File: src/rtl/fb_pkg.sv
// Shared frame-buffer definitions: screen geometry, coordinate widths and the
// page-flip controller state encoding.
package fb_pkg;

  localparam int SCREEN_W = 320;
  localparam int SCREEN_H = 240;
  localparam int X_W      = 9;
  localparam int Y_W      = 9;
  localparam int PIX_W    = 8;

  typedef enum logic [1:0] {
    CLEAR   = 2'd0,
    DRAW    = 2'd1,
    WAIT_VB = 2'd2,
    FLIP    = 2'd3
  } page_state_t;

  function automatic logic in_screen(input logic [X_W-1:0] x, input logic [Y_W-1:0] y);
    return (x < X_W'(SCREEN_W)) && (y < Y_W'(SCREEN_H));
  endfunction

endpackage

File: src/rtl/fb_sweep_counter.sv
// Raster x/y counter for the back-page clear: advances on en, wraps x at the
// line end and both axes after the last pixel, flags the last pixel.
module fb_sweep_counter
  import fb_pkg::*;
(
  input  logic           clk,
  input  logic           rst,
  input  logic           en,
  output logic [X_W-1:0] x,
  output logic [Y_W-1:0] y,
  output logic           last
);

  localparam logic [X_W-1:0] X_MAX = X_W'(SCREEN_W - 1);
  localparam logic [Y_W-1:0] Y_MAX = Y_W'(SCREEN_H - 1);

  assign last = (x == X_MAX) && (y == Y_MAX);

  always_ff @(posedge clk or posedge rst) begin
    if (rst) begin
      x <= '0;
      y <= '0;
    end else if (en) begin
      if (x == X_MAX) begin
        x <= '0;
        y <= last ? '0 : y + 1'b1;
      end else begin
        x <= x + 1'b1;
      end
    end
  end

endmodule

File: src/rtl/page_flip_ctrl.sv
// Double-buffer sequencer: clear back page, grant draw engine, wait for vblank,
// flip PAGE_SEL. Macro FB_CLEAR_EN enables the back-page clear sweep.
module page_flip_ctrl
  import fb_pkg::*;
#(
  parameter logic [PIX_W-1:0] BG_COLOR = 8'h00
) (
  input  logic             CLOCK_50,
  input  logic             RESET,
  input  logic             VBLANK,
  input  logic             DRAW_REQ,
  input  logic [X_W-1:0]   DRAW_X,
  input  logic [Y_W-1:0]   DRAW_Y,
  input  logic [PIX_W-1:0] DRAW_PIXEL,
  input  logic             DRAW_DONE,
  output logic             DRAW_GNT,
  output logic             FRAME_START,
  output logic             WE,
  output logic [X_W-1:0]   PIXEL_X,
  output logic [Y_W-1:0]   PIXEL_Y,
  output logic [PIX_W-1:0] PIXEL_DIN,
  output logic             PAGE_SEL,
  output page_state_t      dbg_state
);

`ifdef FB_CLEAR_EN
  localparam page_state_t START_STATE = CLEAR;
`else
  localparam page_state_t START_STATE = DRAW;
`endif

  page_state_t      state, next_state;
  logic             vb_s1, vb_s2, vb_s3, vb_rise;
  logic             we_d, gnt_d;
  logic [X_W-1:0]   x_d;
  logic [Y_W-1:0]   y_d;
  logic [PIX_W-1:0] din_d;

  assign vb_rise   = vb_s2 & ~vb_s3;
  assign dbg_state = state;

`ifdef FB_CLEAR_EN
  logic [X_W-1:0] cx;
  logic [Y_W-1:0] cy;
  logic           clr_last, clr_en;

  assign clr_en = (state == CLEAR);

  fb_sweep_counter u_sweep (
    .clk  (CLOCK_50),
    .rst  (RESET),
    .en   (clr_en),
    .x    (cx),
    .y    (cy),
    .last (clr_last)
  );
`else
  logic [PIX_W-1:0] unused_bg;
  assign unused_bg = BG_COLOR;
`endif

  // Handshake: a draw write transfers in every cycle where DRAW_REQ and
  // DRAW_GNT are both high; there is no other backpressure and no queueing.
  always_comb begin
    next_state = state;
    we_d       = 1'b0;
    x_d        = PIXEL_X;
    y_d        = PIXEL_Y;
    din_d      = PIXEL_DIN;
    case (state)
`ifdef FB_CLEAR_EN
      CLEAR: begin
        we_d  = 1'b1;
        x_d   = cx;
        y_d   = cy;
        din_d = BG_COLOR;
        if (clr_last) next_state = DRAW;
      end
`else
      CLEAR: next_state = DRAW;
`endif
      DRAW: begin
        if (DRAW_REQ && DRAW_GNT && in_screen(DRAW_X, DRAW_Y)) begin
          we_d  = 1'b1;
          x_d   = DRAW_X;
          y_d   = DRAW_Y;
          din_d = DRAW_PIXEL;
        end
        if (DRAW_DONE) next_state = WAIT_VB;
      end
      WAIT_VB: if (vb_rise) next_state = FLIP;
      FLIP:    next_state = START_STATE;
      default: next_state = START_STATE;
    endcase
  end

  // The grant lags DRAW entry by one cycle so it never overlaps the final
  // clear write or the FRAME_START pulse.
  assign gnt_d = (state == DRAW) && (next_state == DRAW);

  always_ff @(posedge CLOCK_50 or posedge RESET) begin
    if (RESET) begin
      state       <= START_STATE;
      vb_s1       <= 1'b0;
      vb_s2       <= 1'b0;
      vb_s3       <= 1'b0;
      DRAW_GNT    <= 1'b0;
      FRAME_START <= 1'b0;
      WE          <= 1'b0;
      PIXEL_X     <= '0;
      PIXEL_Y     <= '0;
      PIXEL_DIN   <= '0;
      PAGE_SEL    <= 1'b0;
    end else begin
      state       <= next_state;
      vb_s1       <= VBLANK;
      vb_s2       <= vb_s1;
      vb_s3       <= vb_s2;
      DRAW_GNT    <= gnt_d;
      FRAME_START <= (state == FLIP);
      WE          <= we_d;
      PIXEL_X     <= x_d;
      PIXEL_Y     <= y_d;
      PIXEL_DIN   <= din_d;
      if (state == FLIP) PAGE_SEL <= ~PAGE_SEL;
    end
  end

endmodule

File: config.mk
export PLATFORM = sky130hd
export DESIGN_NAME = page_flip_ctrl
export DESIGN_NICKNAME = d
export VERILOG_FILES = /design/src/rtl/fb_pkg.sv /design/src/rtl/fb_sweep_counter.sv /design/src/rtl/page_flip_ctrl.sv
export SDC_FILE = /design/constraint.sdc
export NUM_CORES = 1
export LEC_CHECK = 0
export BUFFER_PORTS_ARGS = -buffer_cell sky130_fd_sc_hd__buf_4
export CORE_ASPECT_RATIO = 1.1
export CORE_MARGIN = 1.5
export CORE_UTILIZATION = 40
export DETAILED_ROUTE_END_ITERATION = 8
export HOLD_SLACK_MARGIN = 0.15
export PLACE_DENSITY_LB_ADDON = 0.12
export SYNTH_ARGS = -nofsm -noshare
export SYNTH_HDL_FRONTEND = slang
export SYNTH_HIERARCHICAL = 1
export SYNTH_SLANG_ARGS = --single-unit
File: constraint.sdc
create_clock -name CLOCK_50 -period 1.8 [get_ports CLOCK_50]
set_input_delay 0.36 -clock CLOCK_50 [delete_from_list [all_inputs] [get_ports CLOCK_50]]
set_output_delay 0.36 -clock CLOCK_50 [all_outputs]
set_load 0.02 [all_outputs]
==> results of run 1 <==
## power breakdown
part / internal [uW] / switching (uW) / total (uW)
clock: 156 / 230 / 386
combinational: 471 / 444 / 915
sequential: 964 / 110 / 1070
total: 1590 / 784 / 2370
## registers in the layout, summed over array words and instances, names as in the netlist
name / cells
DRAW_GNT: 1
PIXEL_Y: 9
WE: 1
vb_s2: 1
FRAME_START: 1
PIXEL_X: 9
vb_s3: 1
dbg_state: 2
PAGE_SEL: 1
vb_s1: 1
PIXEL_DIN: 8
## worst reg2reg max path, stage by stage, from the launching register on
cell	delay, ns
dfrtp_1	0.45
inv_1	0.12
ha_4	0.13
and4b_4	0.24
nand3_4	0.12
inv_8	0.21
mux2_2	0.36
## how the worst max path moves through the flow
stage / startpoint / end / slack (ns) / cells past startpoint
finish: dbg_state[1]$_DFF_PP0_ / PIXEL_DIN[7]$_DFFE_PP0P_ / 0.06 / 6
global route: dbg_state[1]$_DFF_PP0_ / PIXEL_DIN[7]$_DFFE_PP0P_ / 0.008 / 6
CTS: dbg_state[1]$_DFF_PP0_ / PIXEL_DIN[7]$_DFFE_PP0P_ / 0.01 / 6
detailed placement: dbg_state[1]$_DFF_PP0_ / PIXEL_DIN[7]$_DFFE_PP0P_ / 0.02 / 6
global placement: dbg_state[0]$_DFF_PP1_ / PIXEL_DIN[0]$_DFFE_PP0P_ / 0.07 / 5
floorplan: dbg_state[0]$_DFF_PP1_ / PIXEL_DIN[6]$_DFFE_PP0P_ / 0.01 / 6
## per-layer routing
layer  up-vias  part of all wire [%]  global-route usage (%)
li1        441                     -                       -
met1       444                    40                    18.2
met2        36                    50                    25.3
met3         5                   7.9                    6.69
met4         0                   1.6                    6.67
met5         -                     0                       0
## cell usage after synthesis
master,count,share of area [%]
o31ai_1,1,0.53
a21oi_1,2,0.70
nor2_1,2,0.53
o21ai_1,1,0.35
nor2b_1,1,0.44
buf_12,2,2.8
and2_2,1,0.53
and4b_4,1,0.97
nand3_4,1,1.2
o21bai_1,1,0.53
nand4_1,1,0.44
ha_1,3,2.6
nand2_1,2,0.53
xor2_1,1,0.62
and3_2,1,0.53
dfrtp_1,34,60
mux2_2,6,4.8
dfstp_2,1,1.8
inv_6,1,0.62
mux2_4,16,17
o22a_1,3,1.8
inv_1,3,0.79
## cells by family after synthesis
family	share of synthesized area [%]
adders and majority gates	2.64
xor gates and xnor gates	0.616
AOI/OAI and AO/OA	3.96
DFF	61.7
and+or+nand+nor	5.20
muxes	21.7
buffers and inverters	4.23
## timing repair
item / CTS / global route
endpoints found under the hold margin: 35 / 0
endpoints found under the setup margin: 0 / 3
gates resized for setup: 0 / 1
hold buffers: 2 / 0
## layout by cell type (no fill, tap or decap)
cell type      synthesis  layout
and3_2                 1       1
and2_2                 1       1
inv_8                  0       1
clkbuf_1               0       3
dfstp_2                1       1
dlygate4sd3_1          0       2
nand4_1                1       1
nand2_1                2       2
buf_4                  0      65
ha_4                   0       1
nor2_1                 2       2
a21oi_1                2       2
mux2_2                 6       6
o21ai_1                1       1
o21bai_1               1       1
dfrtp_1               34      34
nand3_4                1       1
o31ai_1                1       1
ha_1                   3       2
and4b_4                1       1
o22a_1                 3       3
xor2_1                 1       1
nor2b_1                1       1
clkbuf_4               0       5
mux2_4                16      16
inv_1                  3       3
## through the flow
stage / setup WS (ns) / power (uW) / util (%)
final: 0.0579 / 2370 / 59.9
after CTS: 0.0127 / 2410 / 59.9
after global placement: 0.0708 / 1980 / 57.8
after detailed placement: 0.0217 / 2010 / 57.8
after global routing: 0.00751 / 2530 / 59.9
after floorplan: 0.0104 / 1600 / -
## final cells by class
cell class / count / area share (%)
clock buffer: 8 / 2.42
inverter: 4 / 1.12
multi-input combinational: 44 / 24.7
sequential: 35 / 43.6
tap: 48 / 2.98
timing repair buffer: 67 / 25.2
==> out/qor.txt, run 1 <==
GRT overflow = 0
CTS max path bufs = 2
initial antenna violation count = 0
io pins = 63
largest net degree at the start of global routing = 36
Avg Cell Area, Syn = 16.7 um^2
drt via density = 4.50
Pleak = 0.00106 uW
Data required, critical path = 2.01 ns
Fmax achieved = 574 MHz
Yosys cell types = 22
relative slew slack = 72.3%
H-tree Lvls = 2
max-slew violations = 0
final setup fails = 0
crit start category = register
Buf/Inv on CP = 2
Arr. time, crit path = 1.95 ns
RSZ-0062 raised after global routing = false
Syn Inst Count = 85
# diodes = 0
starting density of the core = 42.3%
clock root buffer = clkbuf_4
synthesized flop and latch total = 35
Critical Path End Type = register
crit path cell chain = inv_1 > ha_4 > and4b_4 > nand3_4 > inv_8 > mux2_2
die width = 59.8 um
Ys Warns = 6
DRC = 0
setup TNS = 0 ns
area grow syn2layout = 41.6%
chip height = 65.5 um
setup bufs post-CTS = 0
CTS tree = built
synthesized net count = 119
placed cell area = 1940 um^2
hold depth = 2
Filler Cells Inserted = 304
clk_lat worst skew = 0.32 ns
Setup CP Type = reg2reg
Final period util = 96.8%
Slew @ Worst Pin = 0.416 ns
Period minus WS final = 1.74 ns
First DRT Iteration DRCs = 26
HPWL after DPL = 2010 um
FP Rows = 22
first-pass GRT wire length = 4430 um
Core Area = 3360 um^2
antenna-violating nets left = 0
critical path's largest stage delay = 0.45 ns
First-pass DRT Iterations = 4
min-delay src = DRAW_PIXEL[3]
Reg2Reg Setup Slack = 0.06 ns
Sequential Area = 877 um^2
CTS Buf Count = 5
Crit Path Max Fanout = 23
area occupied by multi-input gates = 497 um^2
CP delay by family, top = flip-flops
vias in the first global route = 961
worst r2r dst = PIXEL_DIN[7]$_DFFE_PP0P_
design area = 2010 um^2
Hold Crit Endpoint = PIXEL_DIN[3]$_DFFE_PP0P_
total wire length = 2730 um
Worst-path clk slew = 0.10 ns
TritonCTS Sinks = 35
Placed Cells = 196
WHS = 0.258 ns
maximum vdd drop = 693 uV
final std cells w/o fill = 206
hold crit path type = in2reg
final clock skew = 0.0108 ns
Via Count = 926
final hold violations = 0
GRT Overall Usage = 15.8%
Port Buffers = 62
Pwr Density = 1180 nW/um^2
slowest stage cell, crit path = dfrtp_1
fin nets = 191
die area = 3920 um^2
maxcap violations = 0
outcome = finished, final reports clean
synthesized area = 1420 um^2
routed len/inst = 13.2 um
R2R Path Start = dbg_state[1]$_DFF_PP0_
cells on worst reg2reg path = 6
routability cong. = 0.728
share of cells above drive strength 1 = 62.7%
post-synthesis sequential area ratio = 61.7%
(Power assumes the default switching activity.)
==> inputs of run 2 (changes only) <==
CELL_PAD_IN_SITES_DETAIL_PLACEMENT = 0   (was unset)
CELL_PAD_IN_SITES_GLOBAL_PLACEMENT = 1   (was unset)
CORE_UTILIZATION = 33   (was 40)
SLEW_MARGIN = 10   (was unset)
clock period = 1.6 ns   (was 1.8 ns; I/O delays follow)
==> out/qor.txt, run 2 (synthesis results as in run 1) <==
largest net degree at the start of global routing = 36
Comb power frac = 34.7%
clock root buffer = clkbuf_8
CTS tree = built
first-pass GRT wire length = 4710 um
final clock skew = 0.00601 ns
crit start category = register
crit path cell chain = ha_4 > and4b_4 > nand3_4 > inv_12 > mux2_2
CTS Buf Count = 5
vias in the first global route = 1014
Seq pwr share = 39.1%
Setup CP Type = reg2reg
HPWL after DPL = 2090 um
Buf/Inv on CP = 1
hold crit path type = in2reg
failing checks = setup timing
final hold violations = 0
io pins = 63
Fmax achieved = 604 MHz
clk_lat worst skew = 0.28 ns
Worst-path clk slew = 0.07 ns
WHS = 0.267 ns
share of cells above drive strength 1 = 65.2%
Core Area = 4050 um^2
FP Rows = 24
final std cells w/o fill = 213
Final period util = 103%
initial antenna violation count = 0
Clock Power Share = 26.2%
TritonCTS Sinks = 35
Arr. time, crit path = 1.82 ns
Period minus WS final = 1.65 ns
total wire length = 2810 um
setup bufs post-CTS = 0
Int Pwr = 2140 uW
First DRT Iteration DRCs = 37
starting density of the core = 35.1%
First-pass DRT Iterations = 4
largest registers = PIXEL_X: 9 flops, PIXEL_Y: 9 flops, PIXEL_DIN: 8 flops
antenna-violating nets left = 0
Critical Path End Type = register
Via Count = 959
routability cong. = 0.690
Switching Share = 29.9%
Pleak = 0.00111 uW
area grow syn2layout = 49.3%
most common cell after layout, fill and taps aside = buf_4
critical path's largest stage delay = 0.55 ns
DRC = 0
pre-CTS setup slack = -0.124 ns
highest-count cells in the layout ignoring fill and taps = buf_4, dfrtp_1, mux2_4, clkbuf_8, mux2_2
Pwr Density = 1440 nW/um^2
die width = 65.6 um
RSZ-0062 raised after global routing = true
Crit Path Max Fanout = 23
chip height = 71.8 um
Slew @ Worst Pin = 0.438 ns
GRT overflow = 0
maxcap violations = 0
CTS max path bufs = 2
drt via density = 4.50
outcome = complete, but fails checks
GRT Overall Usage = 13.2%
Port Buffers = 62
maximum vdd drop = 687 uV
slowest stage cell, crit path = dfstp_2
Data required, critical path = 1.76 ns
H-tree Lvls = 2
# diodes = 0
final setup fails = 19
CP delay by family, top = flip-flops
max-slew violations = 0
fin nets = 194
setup ws final = -0.0545 ns
die area = 4710 um^2
relative slew slack = 70.8%
routed len/inst = 13.2 um
switching power = 915 uW
Placed Cells = 203
## run 2: worst reg2reg max path, cell delays in order, from the launching register on
cell and delay (ns):
dfstp_2 0.55, ha_4 0.12, and4b_4 0.24, nand3_4 0.11, inv_12 0.17, mux2_2 0.35
## run 2: power by group through the flow
stage	Sequential [uW]	Clock, uW	Combinational [uW]
floorplan	1450	0	350
global placement	1210	0	1050
detailed placement	1210	0	1070
CTS	1200	832	1080
global route	1220	874	1150
finish	1200	802	1060
## run 2: layer usage
layer	GRT usage (%)	vias up	routed length (um)
met5	0	-	0
met4	4.17	0	18
met3	5.81	2	264
met2	21.9	46	1380
met1	15.4	468	1150
li1	-	443	-
## run 2: cell type report
| class | count | area (um^2) |
|---|---|---|
| well taps | 52 | 65.1 |
| flip-flops and latches | 35 | 877 |
| fillers | 373 | 1930 |
| inverters | 4 | 27.5 |
| clock buffers | 6 | 82.6 |
| clock inverters | 2 | 35.0 |
| repair buffers | 70 | 531 |
| multi-input cells | 44 | 504 |
## run 2: timing repair
item / 4_1_cts / 5_1_grt
gates resized for setup: 4 / 0
endpoints found under the hold margin: 21 / 0
setup endpoints to repair: 19 / 22
hold buffers: 2 / 0
## run 2: worst paths after layout
kind	startpoint	to	slack [ns]	cells after the start
max	dbg_state[0]$_DFF_PP1_	PIXEL_DIN[0]$_DFFE_PP0P_	-0.05	5
min	DRAW_PIXEL[3]	PIXEL_DIN[3]$_DFFE_PP0P_	0.27	2
max reg2reg	dbg_state[0]$_DFF_PP1_	PIXEL_DIN[0]$_DFFE_PP0P_	-0.05	5
min reg2reg	vb_s1$_DFF_PP0_	vb_s2$_DFF_PP0_	0.36	0
max in group asynchronous	RESET	dbg_state[0]$_DFF_PP1_	0.56	4
min in group asynchronous	RESET	PIXEL_DIN[6]$_DFFE_PP0P_	0.70	4
## run 2: through the flow
step | util (%) | setup TNS (ns) | power [uW] | area (um^2)
after CTS | 52.3 | -0.595 | 3110 | 2120
after floorplan | - | -3.21 | 1800 | 1430
after detailed placement | 48.6 | -1.58 | 2280 | 1970
after global placement | 48.6 | -1.12 | 2260 | 1970
after global routing | 52.3 | -1.48 | 3250 | 2120
final | 52.3 | -0.471 | 3060 | 2120
==> inputs of run 3 (changes only) <==
ABC_AREA = 1   (was unset)
CORE_UTILIZATION = 31   (was 33)
PLACE_DENSITY_LB_ADDON = 0.1   (was 0.12)
==> out/qor.txt, run 3 <==
outcome = finished, final reports clean
ys async rst share = 100%
synthesized flop and latch total = 35
Final period util = 92.6%
Int Pwr = 1650 uW
Pwr Density = 1150 nW/um^2
die width = 68.9 um
adder-cell share of the synthesized area = 2.53%
CTS max path bufs = 2
First DRT Iteration DRCs = 70
Setup CP Type = reg2reg
area grow syn2layout = 43.6%
H-tree Lvls = 2
post-synth top area cell = dfrtp_1
Clock Power Share = 24.8%
clk_lat worst skew = 0.28 ns
Synth Flop Type = dfrtp_1
Critical Path End Type = register
crit start category = register
Filler Cells Inserted = 473
Ys Warns = 6
Pleak = 0.00124 uW
Syn Inst Count = 154
setup bufs post-CTS = 0
top-count cell post-synth = nand2_1
Post-synth EDFFs = 0
R2R Path Start = dbg_state[0]$_DFF_PP1_
DRC = 0
CTS Buf Count = 5
Area contributors post-synth = dfrtp_1, nand2_1, nand4_1, inv_1, ha_1
multiplexer area fraction after synthesis = 0%
most common cell after layout, fill and taps aside = buf_4
die area = 5210 um^2
simple-gate share of the synthesized area = 30.3%
Arr. time, crit path = 1.65 ns
routability cong. = 0.684
Placed Cells = 271
GRT Overall Usage = 15.2%
setup TNS = 0 ns
relative slew slack = 69.7%
worst r2r dst = PIXEL_DIN[7]$_DFFE_PP0P_
Period minus WS final = 1.48 ns
Via Count = 1340
total wire length = 3720 um
largest registers = PIXEL_X: 9 flops, PIXEL_Y: 9 flops, PIXEL_DIN: 8 flops
WHS = 0.151 ns
Port Buffers = 62
top post-synthesis cells by count = nand2_1, dfrtp_1, nand4_1
maximum vdd drop = 656 uV
first-pass GRT wire length = 5780 um
critical path's largest stage delay = 0.58 ns
Fmax achieved = 675 MHz
final std cells w/o fill = 281
TritonCTS Sinks = 35
chip height = 75.5 um
Post-Synth XOR/XNOR Area = 0.591%
Core Area = 4620 um^2
CTS tree = built
share of cells above drive strength 1 = 36.9%
compound-cell area share of the yosys netlist = 1.01%
clock root buffer = clkbuf_8
Reg2Reg Setup Slack = 0.12 ns
crit path cell chain = ha_1 > nand2_2 > nor2_8 > nand3_4 > nand2_1 > nand2_1
synthesized net count = 188
most used cell, CP = nand2_1
Switching Share = 32.5%
FP Rows = 26
largest net degree at the start of global routing = 36
final setup fails = 0
io pins = 63
initial antenna violation count = 0
RSZ-0062 raised after global routing = true
Seq pwr share = 45.5%
Slew @ Worst Pin = 0.454 ns
post-synthesis sequential area ratio = 59.2%
Avg Cell Area, Syn = 9.63 um^2
GRT overflow = 0
cells on worst reg2reg path = 6
Worst-path clk slew = 0.07 ns
Yosys cell types = 19
max-slew violations = 0
slowest stage cell, crit path = dfstp_2
highest-count cells in the layout ignoring fill and taps = buf_4, nand2_1, dfrtp_1, nand4_1, inv_1
HPWL after DPL = 2540 um
vias in the first global route = 1178
# diodes = 0
routed len/inst = 13.2 um
Comb power frac = 29.7%
hold crit path type = in2async
fin nets = 258
maxcap violations = 0
drt via density = 4.77
switching power = 796 uW
First-pass DRT Iterations = 4
Data required, critical path = 1.77 ns
starting density of the core = 32.1%
post-synth top area share = 57.4%
final clock skew = 0.00406 ns
antenna-violating nets left = 0
design area = 2130 um^2
placed cell area = 2020 um^2
final hold violations = 0
largest family of logic cells by synthesized area = simple AND/OR/NAND/NOR gates
Crit Path Max Fanout = 14
synthesized area = 1480 um^2
Finished Core Util = 46.1%
run 3: cell types whose count changed in the layout (fill, tap and decap cells not counted), moves of 3 or more:
cell     before  now
o22a_1        3    0
mux2_2        4    0
inv_1         3   11
mux2_4       18    0
nand4_1       1   25
nand2_1       2   60
run 3: final cells by class:
class                   count  area [um^2]  area share [%]
multi-input cells         100          528            24.8
well taps                  56         70.1            3.29
clock buffers               7         76.3            3.58
flip-flops and latches     35          877            41.2
clock inverters             1         5.00           0.235
inverters                  12         45.0            2.12
repair buffers             70          528            24.8
run 3: metrics by stage:
stage / setup slack [ns] / power, uW
final: 0.118 / 2450
after global routing: -0.00432 / 2620
after CTS: 0.00251 / 2480
after detailed placement: 0.0231 / 1860
after global placement: 0.0840 / 1840
after floorplan: 0.0265 / 1520
run 3: repair_timing:
| action | in CTS | in global routing |
|---|---|---|
| gates resized for setup | 0 | 1 |
| endpoints found under the hold margin | 1 | 0 |
| endpoints found under the setup margin | 0 | 26 |
| hold buffers | 1 | 0 |
run 3: power by group through the flow:
stage	sequential (uW)	clock (uW)	combinational (uW)
6_report	1110	608	726
5_1_grt	1130	680	810
4_1_cts	1110	630	737
3_5_place_dp	1130	0	734
3_3_place_gp	1120	0	721
2_1_floorplan	1260	0	256
run 3: worst max-delay path by stage:
stage                                       from                        to  depth (start not counted)
after floorplan           dbg_state[0]$_DFF_PP1_    PIXEL_X[0]$_DFFE_PP0P_                          7
after global placement    dbg_state[0]$_DFF_PP1_    PIXEL_X[3]$_DFFE_PP0P_                          6
after detailed placement  dbg_state[0]$_DFF_PP1_    PIXEL_Y[2]$_DFFE_PP0P_                          6
final                     dbg_state[0]$_DFF_PP1_  PIXEL_DIN[7]$_DFFE_PP0P_                          6
after global routing      dbg_state[0]$_DFF_PP1_    PIXEL_Y[7]$_DFFE_PP0P_                          6
after CTS                 dbg_state[0]$_DFF_PP1_    PIXEL_X[4]$_DFFE_PP0P_                          6
run 3: logic make-up after synthesis:
| kind of cell | Yosys count |
|---|---|
| AND/OR/NAND/NOR | 93 |
| flip-flops | 35 |
| buffers and inverters | 20 |
| adder cells (fa/ha/maj) | 3 |
| AO/OA/AOI/OAI | 2 |
| XOR/XNOR | 1 |
run 3: metal layers:
layer | part of all wire (%) | track usage (%)
met5 | 0 | 0
met4 | 1.2 | 5.66
met3 | 6.3 | 5.32
met2 | 47 | 22.2
met1 | 46 | 20.9
run 3: critical path: cells and delay by family, from the launching register on:
family	cells	cell delay, ns
DFF	1	0.58
and+or+nand+nor	5	0.60
adders and majority gates	1	0.20
